$ cat config.mk
export PLATFORM = sky130hd
export DESIGN_NAME = hs4_rx_responder_flat
export DESIGN_NICKNAME = d
export VERILOG_FILES = /design/src/rtl/hs4_rx_responder_if.sv /design/src/rtl/hs4_rx_responder.sv /design/src/flat_wrapper.sv
export SDC_FILE = /design/constraint.sdc
export NUM_CORES = 1
export LEC_CHECK = 0
export ABC_CLOCK_PERIOD_IN_PS = 5000
export CAP_MARGIN = 20
export CORE_MARGIN = 2
export CORE_UTILIZATION = 61
export CTS_BUF_LIST = sky130_fd_sc_hd__clkbuf_8
export CTS_CLUSTER_DIAMETER = 50
export DETAILED_ROUTE_END_ITERATION = 6
export PLACE_DENSITY = 0.87
export SYNTH_ARGS = -nofsm -noshare
export SYNTH_HDL_FRONTEND = slang
export SYNTH_SLANG_ARGS = --single-unit
export TNS_END_PERCENT = 30
$ cat constraint.sdc
create_clock -name clk_i -period 5 [get_ports clk_i]
set_input_delay 0.75 -clock clk_i [delete_from_list [all_inputs] [get_ports clk_i]]
set_output_delay 0.75 -clock clk_i [all_outputs]
set_load 0.05 [all_outputs]
$ cat src/rtl/hs4_rx_responder_if.sv
// Handshake bundle for hs4_rx_responder: 4-phase req/ack/data from the foreign
// sender plus the local valid/ready drain side.
interface hs4_rx_responder_if #(
  parameter int unsigned DW    = 8,
  parameter int unsigned DEPTH = 4
);
  localparam int unsigned CW = $clog2(DEPTH) + 1;

  logic          async_req;
  logic [DW-1:0] async_data;
  logic          async_ack;
  logic [DW-1:0] dst_data;
  logic          dst_valid;
  logic          dst_ready;
  logic [CW-1:0] count;
  logic          proto_err;

  modport slave (
    input  async_req, async_data, dst_ready,
    output async_ack, dst_data, dst_valid, count, proto_err
  );

  modport master (
    output async_req, async_data, dst_ready,
    input  async_ack, dst_data, dst_valid, count, proto_err
  );
endinterface

$ cat src/rtl/hs4_rx_responder.sv
// Responder end of a 4-phase req/ack handshake: synchronizes req, captures the held data
// word into a FIFO and drains it on valid/ready. Define HS4_RESP_ERR_EN for the sticky error.
module hs4_rx_responder #(
  parameter int unsigned DW          = 8,
  parameter int unsigned SYNC_STAGES = 2,
  parameter int unsigned DEPTH       = 4
) (
  input logic               clk_i,
  input logic               rst_i,
  hs4_rx_responder_if.slave hs_io
);
  localparam int unsigned AW = $clog2(DEPTH);
  localparam int unsigned CW = AW + 1;

  typedef enum logic [1:0] {StIdle, StWaitSpace, StWaitReqLow} state_e;

  state_e                 state_q;
  logic                   ack_q;
  logic [SYNC_STAGES-1:0] sync_q;
  logic [CW-1:0]          wr_ptr_q, rd_ptr_q;
  logic [DW-1:0]          mem_q [DEPTH];
  logic [CW-1:0]          count;
  logic                   req_s, full, empty, push, pop;

  always_ff @(posedge clk_i or posedge rst_i) begin
    if (rst_i) begin
      sync_q <= '0;
    end else begin
      sync_q <= {sync_q[SYNC_STAGES-2:0], hs_io.async_req};
    end
  end

  assign req_s = sync_q[SYNC_STAGES-1];
  assign count = wr_ptr_q - rd_ptr_q;
  assign full  = (count == CW'(DEPTH));
  assign empty = (count == '0);
  // Write decision looks only at this cycle's full flag, so a same-cycle pop never helps.
  assign push  = req_s && !full && ((state_q == StIdle) || (state_q == StWaitSpace));
  assign pop   = !empty && hs_io.dst_ready;

  always_ff @(posedge clk_i or posedge rst_i) begin
    if (rst_i) begin
      state_q <= StIdle;
      ack_q   <= 1'b0;
    end else begin
      case (state_q)
        StIdle: begin
          if (req_s) begin
            if (!full) begin
              ack_q   <= 1'b1;
              state_q <= StWaitReqLow;
            end else begin
              state_q <= StWaitSpace;
            end
          end
        end
        StWaitSpace: begin
          if (!req_s) begin
            state_q <= StIdle;
          end else if (!full) begin
            ack_q   <= 1'b1;
            state_q <= StWaitReqLow;
          end
        end
        StWaitReqLow: begin
          if (!req_s) begin
            ack_q   <= 1'b0;
            state_q <= StIdle;
          end
        end
        default: state_q <= StIdle;
      endcase
    end
  end

`ifdef HS4_RESP_ERR_EN
  logic proto_err_q;

  // Sender withdrew req before we could accept it.
  always_ff @(posedge clk_i or posedge rst_i) begin
    if (rst_i) begin
      proto_err_q <= 1'b0;
    end else if ((state_q == StWaitSpace) && !req_s) begin
      proto_err_q <= 1'b1;
    end
  end

  assign hs_io.proto_err = proto_err_q;
`else
  assign hs_io.proto_err = 1'b0;
`endif

  always_ff @(posedge clk_i or posedge rst_i) begin
    if (rst_i) begin
      wr_ptr_q <= '0;
      rd_ptr_q <= '0;
      for (int unsigned i = 0; i < DEPTH; i++) begin
        mem_q[i] <= '0;
      end
    end else begin
      if (push) begin
        mem_q[wr_ptr_q[AW-1:0]] <= hs_io.async_data;
        wr_ptr_q                <= wr_ptr_q + CW'(1);
      end
      if (pop) begin
        rd_ptr_q <= rd_ptr_q + CW'(1);
      end
    end
  end

  assign hs_io.async_ack = ack_q;
  assign hs_io.dst_data  = mem_q[rd_ptr_q[AW-1:0]];
  assign hs_io.dst_valid = !empty;
  assign hs_io.count     = count;
endmodule

$ cat src/flat_wrapper.sv
// flat-port wrapper written by rule: the top's interface ports become plain ports
module hs4_rx_responder_flat 
#(
  parameter int unsigned DW          = 8,
  parameter int unsigned SYNC_STAGES = 2,
  parameter int unsigned DEPTH       = 4
)
  (clk_i, rst_i, hs_io_async_req, hs_io_async_data, hs_io_dst_ready, hs_io_async_ack, hs_io_dst_data, hs_io_dst_valid, hs_io_count, hs_io_proto_err);
  hs4_rx_responder_if #(.DW(DW), .DEPTH(DEPTH)) hs_io_i ();
  input logic clk_i;
  input logic rst_i;
  input wire logic [$bits(hs_io_i.async_req)-1:0] hs_io_async_req;
  input wire logic [$bits(hs_io_i.async_data)-1:0] hs_io_async_data;
  input wire logic [$bits(hs_io_i.dst_ready)-1:0] hs_io_dst_ready;
  output wire logic [$bits(hs_io_i.async_ack)-1:0] hs_io_async_ack;
  output wire logic [$bits(hs_io_i.dst_data)-1:0] hs_io_dst_data;
  output wire logic [$bits(hs_io_i.dst_valid)-1:0] hs_io_dst_valid;
  output wire logic [$bits(hs_io_i.count)-1:0] hs_io_count;
  output wire logic [$bits(hs_io_i.proto_err)-1:0] hs_io_proto_err;
  assign hs_io_i.async_req = hs_io_async_req;
  assign hs_io_i.async_data = hs_io_async_data;
  assign hs_io_i.dst_ready = hs_io_dst_ready;
  assign hs_io_async_ack = hs_io_i.async_ack;
  assign hs_io_dst_data = hs_io_i.dst_data;
  assign hs_io_dst_valid = hs_io_i.dst_valid;
  assign hs_io_count = hs_io_i.count;
  assign hs_io_proto_err = hs_io_i.proto_err;
  hs4_rx_responder #(.DW(DW), .SYNC_STAGES(SYNC_STAGES), .DEPTH(DEPTH)) u_core (.clk_i(clk_i), .rst_i(rst_i), .hs_io(hs_io_i));
endmodule
Word level (Yosys, flattened, before mapping)
Index checks and enable logic that the tools add are counted.
{"block": "word_totals", "word_cells": 54, "output_inout_bits": 14, "regBits": 43, "in_bits": 12}
{"block": "classes", "bitwise": 2, "addsub": 3, "muxes": 16, "n_eq_ne": 8, "reduce_logical": 13, "order_cmp": 3}
{"op": "32-bit bitwise mux", "count": 1}
{"op": "8-bit 2-to-1 mux", "count": 3}
{"op": "8-bit binary-select mux with 2-bit select", "count": 1}
{"op": "8-bit demux with 2-bit select", "count": 1}
{"op": "2-bit 2-to-1 mux", "count": 5}
{"op": "3-bit by 1-bit adder with 3-bit output (second input constant)", "count": 2}
{"op": "3-bit >= comparator (second input constant)", "count": 2}
{"op": "2-bit NOT with 3-bit output", "count": 2}
{"op": "2-bit case mux with 3 select lines", "count": 1}
{"op": "1-bit logical AND", "count": 4}
{"op": "2-bit by 1-bit inequality test with 1-bit output (second input constant)", "count": 2}
{"op": "2-bit inequality test (second input constant)", "count": 2}
{"op": "4-bit AND reduction", "count": 1}
{"op": "3-bit == test (second input constant)", "count": 1}
{"op": "3-bit zero test", "count": 1}
{"op": "3-bit by 1-bit less-than comparator with 1-bit output (second input constant)", "count": 1}
{"op": "1-bit 2-to-1 mux", "count": 3}
{"op": "3-bit inequality test (second input constant)", "count": 1}
{"op": "3-bit AND reduction", "count": 1}
{"op": "3-bit subtractor", "count": 1}
{"op": "2-bit by 1-bit == test with 1-bit output (second input constant)", "count": 1}
{"op": "2-bit == test (second input constant)", "count": 1}
{"op": "1-bit zero test", "count": 2}
{"op": "2-bit zero test", "count": 1}
{"op": "4 further kinds", "count": 4}

Depth between registers and ports, before layout
{"block": "depth", "ltp_word": 6, "ltp_mapped": 7, "ltp_nobuf": 6}

Worst setup path before layout
OpenSTA, ideal clock, no wires.
{"block": "synth_path", "kind": "register to output", "start": "register u_core.wr_ptr_q[0]", "end": "output port hs_io_dst_valid", "path_stages_with_launch": 7, "setup_slack_ns": 2.195, "arrival_ns": 2.055, "required_time_ns": 4.250, "path_buffers": 1, "path_cell_list": "dfrtp_1 -> inv_1 -> ha_1 -> fa_1 -> xnor3_2 -> buf_2 -> nand2_1"}
{"block": "synth_between", "elab_chain_len": 3}
{"element": "start: declaration", "line": "hs4_rx_responder.sv:20", "rtl": "logic [CW-1:0] wr_ptr_q, rd_ptr_q;"}
{"element": "start signal: assignment", "line": "hs4_rx_responder.sv:103", "rtl": "wr_ptr_q <= wr_ptr_q + CW'(1);"}
{"element": "3-bit subtractor", "line": "hs4_rx_responder.sv:34", "rtl": "assign count = wr_ptr_q - rd_ptr_q;"}
{"element": "3-bit zero test", "line": "hs4_rx_responder.sv:36", "rtl": "assign empty = (count == '0);"}
{"element": "1-bit zero test", "line": "hs4_rx_responder.sv:113", "rtl": "assign hs_io.dst_valid = !empty;"}
{"element": "end: declaration", "line": "flat_wrapper.sv:17", "rtl": "output wire logic [$bits(hs_io_i.dst_valid)-1:0] hs_io_dst_valid;"}
Every way passes these cells.

Worst setup path after layout
{"block": "layout_path", "start": "register u_core.rd_ptr_q[0]", "end": "output port hs_io_count[2]"}
{"block": "layout_between", "elab_chain_len": 1}
{"element": "start: declaration", "line": "hs4_rx_responder.sv:20"}
{"element": "start signal: assignment", "line": "hs4_rx_responder.sv:106", "rtl": "rd_ptr_q <= rd_ptr_q + CW'(1);"}
{"element": "3-bit subtractor", "line": "hs4_rx_responder.sv:34"}
{"element": "end: declaration", "line": "flat_wrapper.sv:18", "rtl": "output wire logic [$bits(hs_io_i.count)-1:0] hs_io_count;"}
Every way passes these cells.

==> results.sh <==
export IMPL_route_detailed_wl_per_inst_um=19.78
export IMPL_ratio_of_cells_with_drive_above_1_in_the_final_layout=0.1839
export IMPL_cap_viol_max_count=0
export IMPL_vias=1354
export IMPL_final_setup_tns_ps=0
export IMPL_report_final_hold_viol_count=0
export IMPL_drt_first_iter_violations=126
export IMPL_finalSetupViolations=0
export IMPL_reg2reg_depth=5
export IMPL_placement_io_buffers=24
export IMPL_layout_cells_non_filler=220
export IMPL_critPathCaptureType="output pin"
export IMPL_async_flop_share=1.000
export IMPL_synth_ff_latch_count=43
export IMPL_postSynthNetCount=167
export IMPL_layout_cells_most_common="dfrtp_1"
export IMPL_synth_edf_count=0
export IMPL_cp_data_required_time_ps=4250
export IMPL_cts_buffers_inserted=5
export IMPL_startpoint_type="flop"
export IMPL_final_nets=193
export IMPL_wp_data_arrival_ps=3120
export IMPL_grt_antenna_before_repair=0
export IMPL_antenna_violating_nets_post_route=0
export IMPL_multi_input_gate_area_in_the_final_layout_um2=915.9
export IMPL_status="complete, no violations"
export IMPL_criticalPathCategory="flop to output pin"
export IMPL_fillCellCount=216
export IMPL_die_area_um2=3842
export IMPL_drtPass1Iterations=4
export IMPL_cts_hold_fix_buffers=0
export IMPL_ctsResizeCount=0
export IMPL_clock_skew_ps=11.61
export IMPL_clock_fmax_mhz=258.5
export IMPL_seq_area_frac_synth=0.5247
export IMPL_detail_route_wirelength_um=4351
export IMPL_route_detailed_drc=0
export IMPL_layout_area_seq_um2=1076
export IMPL_fp_dieW_um=61.98
export IMPL_post_synth_instance_area_um2=2051
export IMPL_place_detailed_hpwl_um=2896
export IMPL_worst_slew_margin_rel=0.4875
export IMPL_synth_cell_type_count=29
export IMPL_cts_root_buffer_cell="clkbuf_8"
export IMPL_grt_remaining_overflow=0
export IMPL_core_region_area_um2=3284
export IMPL_cts_htree_levels=2
export IMPL_worstSkewPairLatency_ps=300
export IMPL_io_pins=26
export IMPL_syn_instance_count=147
export IMPL_post_place_ws_ps=1460
export IMPL_final_max_slew_violation_count=0
export IMPL_cts_clk_slew_worst_paths_ps=90
export IMPL_ant_diodes=0
export IMPL_post_cts_buffers=0
export IMPL_via_density_per_instance=6.155
export IMPL_yosysWarnings=0
export IMPL_clock_sink_count=43
export IMPL_clock_tree_from_tritoncts="built"
export IMPL_final_critical_path_setup_slack_ps=1132
export IMPL_finalWorstPathRequiredPeriod_ps=3868
export IMPL_floorplan_die_height_um=61.98
export IMPL_grt_start_max_net_pins=44
export IMPL_cts_buffer_depth=2
export IMPL_worst_slew_pin_tran_ps=766.9
export IMPL_flow_area_growth_from_synthesis_pct=20.13
export IMPL_via_count_of_the_first_global_routing_pass=1429
export IMPL_maximum_fanout_along_the_worst_path=17
export IMPL_placementRows=21
export IMPL_rsz0062_at_grt="no"
export IMPL_grt_usage=0.2591
export IMPL_layout_common_cells="43 x dfrtp_1, 24 x o2bb2ai_1, 24 x clkdlybuf4s50_1, 9 x mux2_2"
export IMPL_min_path_cells=0
export IMPL_initial_utilization=0.6244
export IMPL_layout_core_utilization=0.7501
export IMPL_min_path_type="flop to flop"
export IMPL_synth_main_ff_cell="dfrtp_1"
export IMPL_gp_congestion=0.7970
export IMPL_synth_area_per_cell_um2=13.95
export IMPL_final_min_period_over_clock_period=0.7736
export IMPL_place_inst=212
export IMPL_grt_pass1_wl_um=7086
==> flip-flops by register name, indices dropped and copies added, names as in the netlist <==
register	flops
u_core.mem_q	32
u_core.state_q	2
u_core.sync_q	2
u_core.wr_ptr_q	3
u_core.rd_ptr_q	3
u_core.hs_io.async_ack	1
==> cell families after synthesis <==
family / count (synthesis) / synth area share
flops: 43 / 0.5247
compound gates: 42 / 0.1800
mux: 18 / 0.1428
xor+xnor: 5 / 0.02868
other cells: 1 / 0.001829
buf+inv: 14 / 0.02868
fa+ha+maj: 8 / 0.05247
simple gates: 16 / 0.04088
==> critical path: stages, from the launching register on <==
cell and delay, ps:
dfrtp_1 590, ha_1 320, fa_1 490, xnor3_2 460, inv_1 140, clkdlybuf4s50_1 810
==> per-layer routing <==
layer / vias up / GRT usage / share of wire
li1: 607 / - / -
met1: 689 / 0.3352 / 0.40
met2: 53 / 0.4256 / 0.53
met3: 5 / 0.05383 / 0.056
met4: 0 / 0.1064 / 0.011
met5: - / 0 / 0
==> path summary, 6_finish.rpt <==
| kind | startpoint | end | slack, ps |
|---|---|---|---|
| worst max-delay path | u_core.rd_ptr_q[0] | hs_io_count[2] | 1130 |
| worst min-delay path | u_core.sync_q[0] | u_core.sync_q[1] | 360 |
| worst max register to register | u_core.rd_ptr_q[0] | u_core.mem_q[0] | 2240 |
| worst min register to register | u_core.sync_q[0] | u_core.sync_q[1] | 360 |
| max in group asynchronous | rst_i | u_core.mem_q[23] | 3740 |
| min in group asynchronous | rst_i | u_core.mem_q[10] | 900 |
==> synth_stat cells, types with 3 or more instances <==
master / n / area share
nand3b_1: 3 / 0.011
dfrtp_1: 43 / 0.52
o21bai_4: 3 / 0.027
inv_1: 8 / 0.015
xnor2_1: 3 / 0.013
o2bb2ai_1: 24 / 0.10
clkbuf_1: 3 / 0.0055
o21ai_0: 3 / 0.0073
nor3_1: 4 / 0.0098
ha_1: 7 / 0.043
mux4_2: 8 / 0.088
mux2_2: 9 / 0.049
o21ai_1: 6 / 0.015
nand2_1: 6 / 0.011
==> cell type report <==
class | instances | area share
inverters | 8 | 0.01219
flip-flops and latches | 43 | 0.4368
well taps | 46 | 0.02336
clock inverters | 3 | 0.02743
repair buffers | 25 | 0.1006
multi-input cells | 90 | 0.3718
clock buffers | 5 | 0.02793
==> per-stage QoR <==
| stage | area [µm²] | hold slack [ps] |
|---|---|---|
| 2_1_floorplan | 2051 | 331.2 |
| 3_3_place_gp | 2327 | 334.0 |
| 3_5_place_dp | 2327 | 346.4 |
| 4_1_cts | 2464 | 364.0 |
| 5_1_grt | 2464 | 368.1 |
| 6_report | 2464 | 358.0 |
Power is not shown: default switching activity piles up to over one toggle a cycle in this logic, so the estimate is an artifact.
